`src/rtl/npc_ctrl_pkg.sv`:
```
// Shared encodings and helpers for the NPC execution sequencer.
package npc_ctrl_pkg;

    localparam int unsigned STATE_W            = 4;
    localparam int unsigned DEF_TIMEOUT_CYCLES = 1023;
    localparam int unsigned DEF_TO_W           = 10;
    localparam int unsigned DEF_CNT_W          = 64;

    typedef enum logic [STATE_W-1:0] {
        ST_RST    = 4'd0,
        ST_F_REQ  = 4'd1,
        ST_F_WAIT = 4'd2,
        ST_DEC    = 4'd3,
        ST_M_REQ  = 4'd4,
        ST_M_WAIT = 4'd5,
        ST_WB     = 4'd6,
        ST_HALT   = 4'd7,
        ST_ERR    = 4'd8
    } state_e;

    // Registered control outputs of the sequencer, one bit per port.
    typedef struct packed {
        logic ifu_req_valid;
        logic ifu_resp_ready;
        logic lsu_req_valid;
        logic lsu_resp_ready;
        logic pc_wen;
        logic r_wen;
        logic csr_wen1;
        logic csr_wen2;
        logic busy;
        logic halted;
        logic bus_err;
    } seq_out_t;

    function automatic logic is_bus_wait(input state_e s);
        return s inside {ST_F_REQ, ST_F_WAIT, ST_M_REQ, ST_M_WAIT};
    endfunction

    function automatic logic is_busy(input state_e s);
        return !(s inside {ST_RST, ST_HALT, ST_ERR});
    endfunction

endpackage

```
`src/rtl/npc_bus_wdog.sv`:
```
// Bus wait watchdog: counts cycles spent in the current wait state and flags expiry.
module npc_bus_wdog #(
    parameter int unsigned TO_W           = 10,
    parameter int unsigned TIMEOUT_CYCLES = 1023
) (
    input  logic clk,
    input  logic rst_n,
    input  logic clr,
    input  logic en,
    output logic expired_c
);

    logic [TO_W-1:0] cnt_q;

    // cnt_q holds cycles already spent, so the current cycle is number cnt_q+1.
    assign expired_c = en && (cnt_q == TO_W'(TIMEOUT_CYCLES - 1));

    always_ff @(posedge clk or negedge rst_n) begin
        if (!rst_n) begin
            cnt_q <= '0;
        end else if (clr) begin
            cnt_q <= '0;
        end else if (en && !expired_c) begin
            cnt_q <= cnt_q + TO_W'(1);
        end
    end

endmodule

```
`src/rtl/npc_exec_seq.sv`:
```
// Multi-cycle fetch/decode/mem/writeback sequencer for the NPC core,
// with bus handshakes, a wait-state watchdog and cycle/instret counters.
module npc_exec_seq
    import npc_ctrl_pkg::*;
#(
    parameter int unsigned TIMEOUT_CYCLES = DEF_TIMEOUT_CYCLES,
    parameter int unsigned TO_W           = DEF_TO_W,
    parameter int unsigned CNT_W          = DEF_CNT_W
) (
    input  logic             clk,
    input  logic             rst_n,
    output logic             ifu_req_valid,
    input  logic             ifu_req_ready,
    input  logic             ifu_resp_valid,
    input  logic             ifu_resp_err,
    output logic             ifu_resp_ready,
    output logic             inst_wen,
    input  logic             dec_mem_ren,
    input  logic             dec_mem_wen,
    input  logic             dec_r_wen,
    input  logic             dec_csr_wen1,
    input  logic             dec_csr_wen2,
    input  logic             dec_halt,
    output logic             lsu_req_valid,
    input  logic             lsu_req_ready,
    input  logic             lsu_resp_valid,
    input  logic             lsu_resp_err,
    output logic             lsu_resp_ready,
    output logic             pc_wen,
    output logic             r_wen,
    output logic             csr_wen1,
    output logic             csr_wen2,
    output logic             busy,
    output logic             halted,
    output logic             bus_err,
    output logic [CNT_W-1:0] cycle_cnt,
    output logic [CNT_W-1:0] instret_cnt
);

    state_e   state_q, state_d;
    seq_out_t out_q, out_d;
    logic     wdog_exp;

    npc_bus_wdog #(
        .TO_W           (TO_W),
        .TIMEOUT_CYCLES (TIMEOUT_CYCLES)
    ) u_wdog (
        .clk       (clk),
        .rst_n     (rst_n),
        .clr       (state_d != state_q),
        .en        (is_bus_wait(state_q)),
        .expired_c (wdog_exp)
    );

    // Next state; a completing handshake is checked before the watchdog.
    always_comb begin
        state_d  = state_q;
        inst_wen = 1'b0;
        case (state_q)
            ST_RST:    state_d = ST_F_REQ;
            ST_F_REQ: begin
                if (ifu_req_ready)  state_d = ST_F_WAIT;
                else if (wdog_exp)  state_d = ST_ERR;
            end
            ST_F_WAIT: begin
                if (ifu_resp_valid) begin
                    if (ifu_resp_err) begin
                        state_d = ST_ERR;
                    end else begin
                        inst_wen = 1'b1;
                        state_d  = ST_DEC;
                    end
                end else if (wdog_exp) begin
                    state_d = ST_ERR;
                end
            end
            ST_DEC: begin
                if (dec_halt)                        state_d = ST_HALT;
                else if (dec_mem_ren || dec_mem_wen) state_d = ST_M_REQ;
                else                                 state_d = ST_WB;
            end
            ST_M_REQ: begin
                if (lsu_req_ready)  state_d = ST_M_WAIT;
                else if (wdog_exp)  state_d = ST_ERR;
            end
            ST_M_WAIT: begin
                if (lsu_resp_valid)  state_d = lsu_resp_err ? ST_ERR : ST_WB;
                else if (wdog_exp)   state_d = ST_ERR;
            end
            ST_WB:     state_d = ST_F_REQ;
            ST_HALT:   state_d = ST_HALT;
            ST_ERR:    state_d = ST_ERR;
            default:   state_d = ST_ERR;
        endcase
    end

    // Moore outputs precomputed from the next state so they leave flops.
    always_comb begin
        out_d         = '0;
        out_d.busy    = is_busy(state_d);
        out_d.halted  = (state_d == ST_HALT);
        out_d.bus_err = (state_d == ST_ERR);
        case (state_d)
            ST_F_REQ:  out_d.ifu_req_valid  = 1'b1;
            ST_F_WAIT: out_d.ifu_resp_ready = 1'b1;
            ST_M_REQ:  out_d.lsu_req_valid  = 1'b1;
            ST_M_WAIT: out_d.lsu_resp_ready = 1'b1;
            ST_WB: begin
                out_d.pc_wen   = 1'b1;
                out_d.r_wen    = dec_r_wen;
                out_d.csr_wen1 = dec_csr_wen1;
                out_d.csr_wen2 = dec_csr_wen2;
            end
            default: ;
        endcase
    end

    always_ff @(posedge clk or negedge rst_n) begin
        if (!rst_n) begin
            state_q <= ST_RST;
            out_q   <= '0;
        end else begin
            state_q <= state_d;
            out_q   <= out_d;
        end
    end

    // Performance counters; both wrap naturally at 2^CNT_W.
    always_ff @(posedge clk or negedge rst_n) begin
        if (!rst_n) begin
            cycle_cnt   <= '0;
            instret_cnt <= '0;
        end else begin
            if (is_busy(state_q)) cycle_cnt   <= cycle_cnt + CNT_W'(1);
            if (state_q == ST_WB) instret_cnt <= instret_cnt + CNT_W'(1);
        end
    end

    assign ifu_req_valid  = out_q.ifu_req_valid;
    assign ifu_resp_ready = out_q.ifu_resp_ready;
    assign lsu_req_valid  = out_q.lsu_req_valid;
    assign lsu_resp_ready = out_q.lsu_resp_ready;
    assign pc_wen         = out_q.pc_wen;
    assign r_wen          = out_q.r_wen;
    assign csr_wen1       = out_q.csr_wen1;
    assign csr_wen2       = out_q.csr_wen2;
    assign busy           = out_q.busy;
    assign halted         = out_q.halted;
    assign bus_err        = out_q.bus_err;

endmodule

```
`config.mk`:
```
export PLATFORM = sky130hd
export DESIGN_NAME = npc_exec_seq
export DESIGN_NICKNAME = d
export VERILOG_FILES = /design/src/rtl/npc_ctrl_pkg.sv /design/src/rtl/npc_bus_wdog.sv /design/src/rtl/npc_exec_seq.sv
export SDC_FILE = /design/constraint.sdc
export NUM_CORES = 1
export LEC_CHECK = 0
export CORE_UTILIZATION = 53
export CTS_BUF_LIST = sky130_fd_sc_hd__clkbuf_4 sky130_fd_sc_hd__clkbuf_8
export DETAILED_ROUTE_END_ITERATION = 7
export PLACE_DENSITY = 0.84
export SYNTH_ARGS = -nofsm -noshare
export SYNTH_HDL_FRONTEND = slang
export SYNTH_SLANG_ARGS = --single-unit
```
`constraint.sdc`:
```
create_clock -name clk -period 2.72 [get_ports clk]
set_input_delay 0.408 -clock clk [delete_from_list [all_inputs] [get_ports clk]]
set_output_delay 0.408 -clock clk [all_outputs]
set_load 0.01 [all_outputs]
```
== Word level (Yosys, flattened, before mapping) ==
Cells that the tools add are included.

* Add/sub/neg operators: 3
* Equality and inequality tests: 17
* Multiplexer cells: 20
* Reductions and logical operators: 12

{| class="wikitable"
|+ Operator list
! kind !! number
|-
| 64-bit by 1-bit adder with 64-bit output, second input constant || 2
|-
| 4-bit by 3-bit equality test with 1-bit output, second input constant || 8
|-
| 4-bit two-way mux || 8
|-
| 4-bit case mux with 7 select lines || 1
|-
| 10-bit two-way mux || 2
|-
| 4-bit by 2-bit equality test with 1-bit output, second input constant || 3
|-
| 10-bit by 1-bit adder with 10-bit output, second input constant || 1
|-
| 10-bit equality test, second input constant || 1
|-
| 4-bit by 1-bit equality test with 1-bit output, second input constant || 2
|-
| 4-bit equality test, second input constant || 2
|-
| 4-bit zero test || 2
|-
| 1-bit two-way mux || 7
|-
| 3-bit nonzero test || 2
|-
| 2-bit two-way mux || 2
|-
| 4-bit inequality test || 1
|-
| 4-bit nonzero test || 1
|-
| 1-bit logical AND || 2
|-
| 1-bit zero test || 2
|-
| 2-bit nonzero test || 1
|-
| 2-bit OR reduction || 1
|-
| 1-bit logical OR || 1
|}

* Register bits after elaboration: 153
* Input bits: 14
* Output and inout bits: 140
* Logic and storage cells: 67

== Logic depth before layout (Yosys ltp) ==
* Word-level depth: 9
* Mapped depth: 9
* Gate-level depth less buffers: 8

== Cells and area by module ==
A second synthesis with hierarchy kept.

* Cells, all modules: 712
* Area total of the unflattened synthesis: 7410.9 µm²

{| class="wikitable"
|+ By module, submodules not included
! module !! instances !! cells an instance !! area an instance (µm²) !! seq. area each (µm²)
|-
| npc_exec_seq || 1 || 654 || 6841.6 || 3578.4
|-
| npc_bus_wdog || 1 || 58 || 569.3 || 250.2
|}

== Worst setup path before layout ==
Ideal clock, no wire load.

* Path kind: flip-flop to flip-flop
* Start: register state_q[0]
* End: register u_wdog.cnt_q[0]
* Library setup time: 0.147 ns
* Arrival time: 2.080 ns
* Data required time: 2.573 ns
* Slack: 0.493 ns
* Stages on the path, launching flop included: 8
* Path buffers: 1
* Clock period less this slack: 2.227 ns
* Cells stage by stage: dfrtp_1 -> buf_2 -> or4b_1 -> nor3_1 -> nand2b_1 -> o21ai_0 -> o21ai_1 -> nor3_1

* Cells in the longest elaborated chain, start to end: 8
* Elaborated cells between the ends (all ways): 22
* Those cells by class: eq/ne (8); mux (7); reduce/logical (7)

{| class="wikitable"
|+ Ends and longest elaborated chain
! what !! line !! text
|-
| start, declared || npc_exec_seq.sv:40 || <nowiki>state_e state_q, state_d;</nowiki>
|-
| start signal, assigned || npc_exec_seq.sv:123 || <nowiki>state_q <= state_d;</nowiki>
|-
| 4-bit by 1-bit equality test with 1-bit output (tied with other cells) || npc_ctrl_pkg.sv:37, npc_exec_seq.sv:59 ||
|-
| 4-bit nonzero test || npc_ctrl_pkg.sv:37 || <nowiki>return s inside {ST_F_REQ, ST_F_WAIT, ST_M_REQ, ST_M_WAIT};</nowiki>
|-
| 1-bit logical AND || npc_bus_wdog.sv:16 || <nowiki>assign expired_c = en && (cnt_q == TO_W'(TIMEOUT_CYCLES - 1));</nowiki>
|-
| 4-bit two-way mux || -- ||
|-
| 4-bit two-way mux (on tied branches) || -- ||
|-
| 4-bit case mux with 7 select lines || npc_exec_seq.sv:59 || <nowiki>case (state_q)</nowiki>
|-
| 4-bit inequality test || npc_exec_seq.sv:50 || <nowiki>.clr (state_d != state_q),</nowiki>
|-
| 10-bit two-way mux or 2-bit nonzero test (tied branches) || -- ||
|-
| end signal, assigned || npc_bus_wdog.sv:24 || <nowiki>cnt_q <= cnt_q + TO_W'(1);</nowiki>
|-
| end, declared || npc_bus_wdog.sv:13 || <nowiki>logic [TO_W-1:0] cnt_q;</nowiki>
|}

Parallel ways exist; a longest one is shown, timed or not.
A chain may end at the register's enable or synchronous reset.

== Final worst setup path ==
* Start: register state_q[2]
* End: register cycle_cnt[57]

* Cells in the longest elaborated chain, start to end: 2
* Elaborated cells between the ends (all ways): 4
* Those cells by class: eq/ne (2); reduce/logical (2)

{| class="wikitable"
|+ Ends and longest elaborated chain
! what !! line !! text
|-
| 4-bit by 3-bit equality test with 1-bit output (tied with other cells) || npc_ctrl_pkg.sv:41 || <nowiki>return !(s inside {ST_RST, ST_HALT, ST_ERR});</nowiki>
|-
| 3-bit nonzero test * || npc_ctrl_pkg.sv:41 ||
|-
| end signal, assigned || npc_exec_seq.sv:134 || <nowiki>if (is_busy(state_q)) cycle_cnt <= cycle_cnt + CNT_W'(1);</nowiki>
|-
| end, declared || npc_exec_seq.sv:36 || <nowiki>output logic [CNT_W-1:0] cycle_cnt,</nowiki>
|}

Every way passes the cells marked *; elsewhere a longest branch is shown, timed or not.

==> impl_metrics.yaml <==
routing:
  wl_um: 16600
  dr_wl_met2_um: 8231
  m1WireLength_um: 7079
  vias: 5682
  wl_per_cell_um: 16.10
  via_per_inst: 5.511
  antenna_left: 0
  drc: 0
  top_layer: "met4"
  first_pass_iters: 5
  wl_met3_um: 939
  drt-initial-drc-count: 363
synthesis:
  ys_ff_latch: 153
  synth-warning-count: 0
  syn_area_um2: 7209
  async_reset_ff_share_pct: 100.0
  synth_area_leaders: "dfrtp_1, xnor2_1, xor2_1"
  synth-edff-count: 0
  synth_cell_types: 51
  synth_fp_nets: 682
  syn_avg_cell_area_um2: 10.86
  synth_flop_cell: "dfrtp_1"
  synth_area_leader_cell: "dfrtp_1"
  synth_top_area_share_pct: 53.11
  ys_seq_area_share_pct: 53.11
  synth_cells: 664
sta:
  rsz0062_at_grt: "false"
  finalHoldViolations: 0
  maxSlewHeadroom_pct: 56.32
  skew_ns: 0.01460
  period_share_pct: 88.73
  tightestPinTransition_ns: 0.6484
  setup_violations: 0
  period_needed_ns: 2.414
  timing.hold.ws_ns: 0.4687
  drv_slew: 0
  final.setup.tns_ns: 0
  fmax_mhz: 414.3
critical_path:
  crit_slowest_cell: "dfrtp_1"
  path_buf_inv: 1
  start_kind: "flop"
  worstSetupPathType: "flop to flop"
  worstSetupEndpointType: "flop"
  critPathArrivalTime_ns: 2.78
  cp_cell_sequence: "buf_4 -> and4b_1 -> or3_4 -> nor4_4 -> nand4_1 -> nor3_1 -> xor2_1"
  cp_data_required_time_ns: 3.09
  crit_fanout: 12
  crit_family: "simple AND/OR/NAND/NOR gates"
  max_stage_delay_ns: 0.48
  reg2reg_depth: 7
  r2r-end: "cycle_cnt[57]"
  reg2reg_slack_ns: 0.31
  reg2reg_from: "state_q[2]"
cts:
  path_clk_slew_ns: 0.08
  cts.sinks: 153
  htree_levels: 4
  insertion_delay_ns: 0.45
  cts_tree: "done"
  clock-root-buffer: "clkbuf_8"
  cts_buffer_depth: 2
  cts_buffers: 17
placement:
  numPortBuffers: 153
  dpl.hpwl_um: 12330
  place_congestion: 0.8783
floorplan:
  die_w_um: 118.6
  rows: 42
  die_area_um2: 14070
  core_um2: 13240
  die_y_um: 118.6
  start_util_pct: 54.44
  ioPinCount: 154
pwr:
  intPower_uw: 3777
  powerDensity_nw_per_um2: 565.4
  power_frac_comb_pct: 19.7
  power_switching_uw: 1581
  leakage_uw: 0.004109
  swShare_pct: 29.51
  ir_drop_mv: 0.5999
  pwr-share-clk_pct: 31.8
  power_frac_seq_pct: 48.5
run:
  max_cap_violations: 0
hold_path:
  worstHoldStart: "cycle_cnt[63]"
  hold_end: "cycle_cnt[63]"
  hold_depth: 1
  hp-class: "flop to flop"
global_route:
  grt_pass1_vias: 5756
  overflow: 0
  grt_pass1_wl_um: 27850
  antenna_found_initial: 0
  grt_start_max_net_pins: 68
  grt_usage_pct: 24.91
final_layout:
  nets: 860
  layout_commonest_cell: "clkdlybuf4s50_1"
  layout_common_cells: "clkdlybuf4s50_1, dfrtp_1, xnor2_1"
  antennaDiodeCount: 0
  drive_gt1_share_pct: 9.006
  area_delta_synth_final_pct: 31.45
outcome:
  status: "completed"
==> cell families after synthesis <==
family                     share of synthesized area, %
AOI/OAI and AO/OA                                 2.395
xor gates and xnor gates                          16.40
adders and majority gates                        0.6942
buffers and inverters                             1.475
DFF                                               53.11
muxes                                            0.5727
and+or+nand+nor                                   25.36
==> cell usage after synthesis, drive strengths merged, types with 11 or more instances <==
cell type / number
nand3: 54
and2: 11
dfrtp: 153
xnor2: 95
nand2: 66
nand4: 33
nor2: 42
inv: 14
xor2: 40
and4: 17
nor3: 32
and3: 20
==> worst reg2reg max path: stages, from the launching register on <==
cell and delay, ns:
dfrtp_1 0.48, buf_4 0.22, and4b_1 0.22, or3_4 0.42
nor4_4 0.36, nand4_1 0.21, nor3_1 0.28, xor2_1 0.17
==> final cells by class <==
| class | instances | area (um^2) |
|---|---|---|
| Sequential cell | 153 | 3832 |
| Timing Repair Buffer | 172 | 1693 |
| Tap cell | 176 | 220.2 |
| Clock buffer | 23 | 316.6 |
| Multi-Input combinational cell | 484 | 3274 |
| Inverter | 14 | 52.55 |
| Fill cell | 986 | 3766 |
| Clock inverter | 9 | 87.58 |
==> layer usage <==
layer | vias to the layer above | GRT usage, %
met1 | 2789 | 31.20
met3 | 33 | 5.936
li1 | 2674 | -
met4 | 0 | 9.968
met2 | 186 | 41.52
met5 | - | 0
==> per-stage QoR <==
| stage | cell area, um^2 | power (uW) | util [%] | instances | setup WS, ns |
|---|---|---|---|---|---|
| global placement | 9041 | 3640 | 68.27 | 996 | 0.3696 |
| CTS | 9459 | 5375 | 71.43 | 1029 | 0.004263 |
| floorplan | 7209 | 3185 | - | 664 | 0.4934 |
| detailed placement | 9041 | 3659 | 68.27 | 996 | 0.3326 |
| finish | 9477 | 5358 | 71.56 | 1031 | 0.3065 |
| global route | 9477 | 5624 | 71.56 | 1031 | 0.1335 |
==> power by group through the flow <==
stage          logic [uW]  registers, uW  clock network [uW]
2_1_floorplan         585           2600                   0
3_3_place_gp         1010           2630                   0
3_5_place_dp         1020           2640                   0
4_1_cts              1030           2600                1740
5_1_grt              1160           2620                1840
6_report             1060           2600                1700
==> flip-flops by register name, indices dropped and copies added (netlist names) <==
signal          cells
ifu_req_valid       1
lsu_resp_ready      1
csr_wen2            1
pc_wen              1
csr_wen1            1
cycle_cnt          64
state_q             4
bus_err             1
r_wen               1
instret_cnt        64
lsu_req_valid       1
u_wdog.cnt_q       10
ifu_resp_ready      1
halted              1
busy                1
==> how the worst max path moves through the flow <==
stage | start | slack (ns) | endpoint | depth (start not counted)
floorplan | state_q[0] | 0.49 | u_wdog.cnt_q[0] | 7
global placement | state_q[2] | 0.37 | cycle_cnt[57] | 7
detailed placement | state_q[2] | 0.33 | cycle_cnt[57] | 7
CTS | state_q[3] | 0.004 | inst_wen | 3
global route | cycle_cnt[36] | 0.13 | cycle_cnt[63] | 6
finish | state_q[2] | 0.31 | cycle_cnt[57] | 7
==> repair_timing <==
action                                 4_1_cts  5_1_grt
gates resized for setup                      3        1
endpoints found under the hold margin       63        0
setup endpoints to repair                    1        1
buffers inserted                             0        2
hold buffers                                 1        0
(Power assumes the default switching activity.)
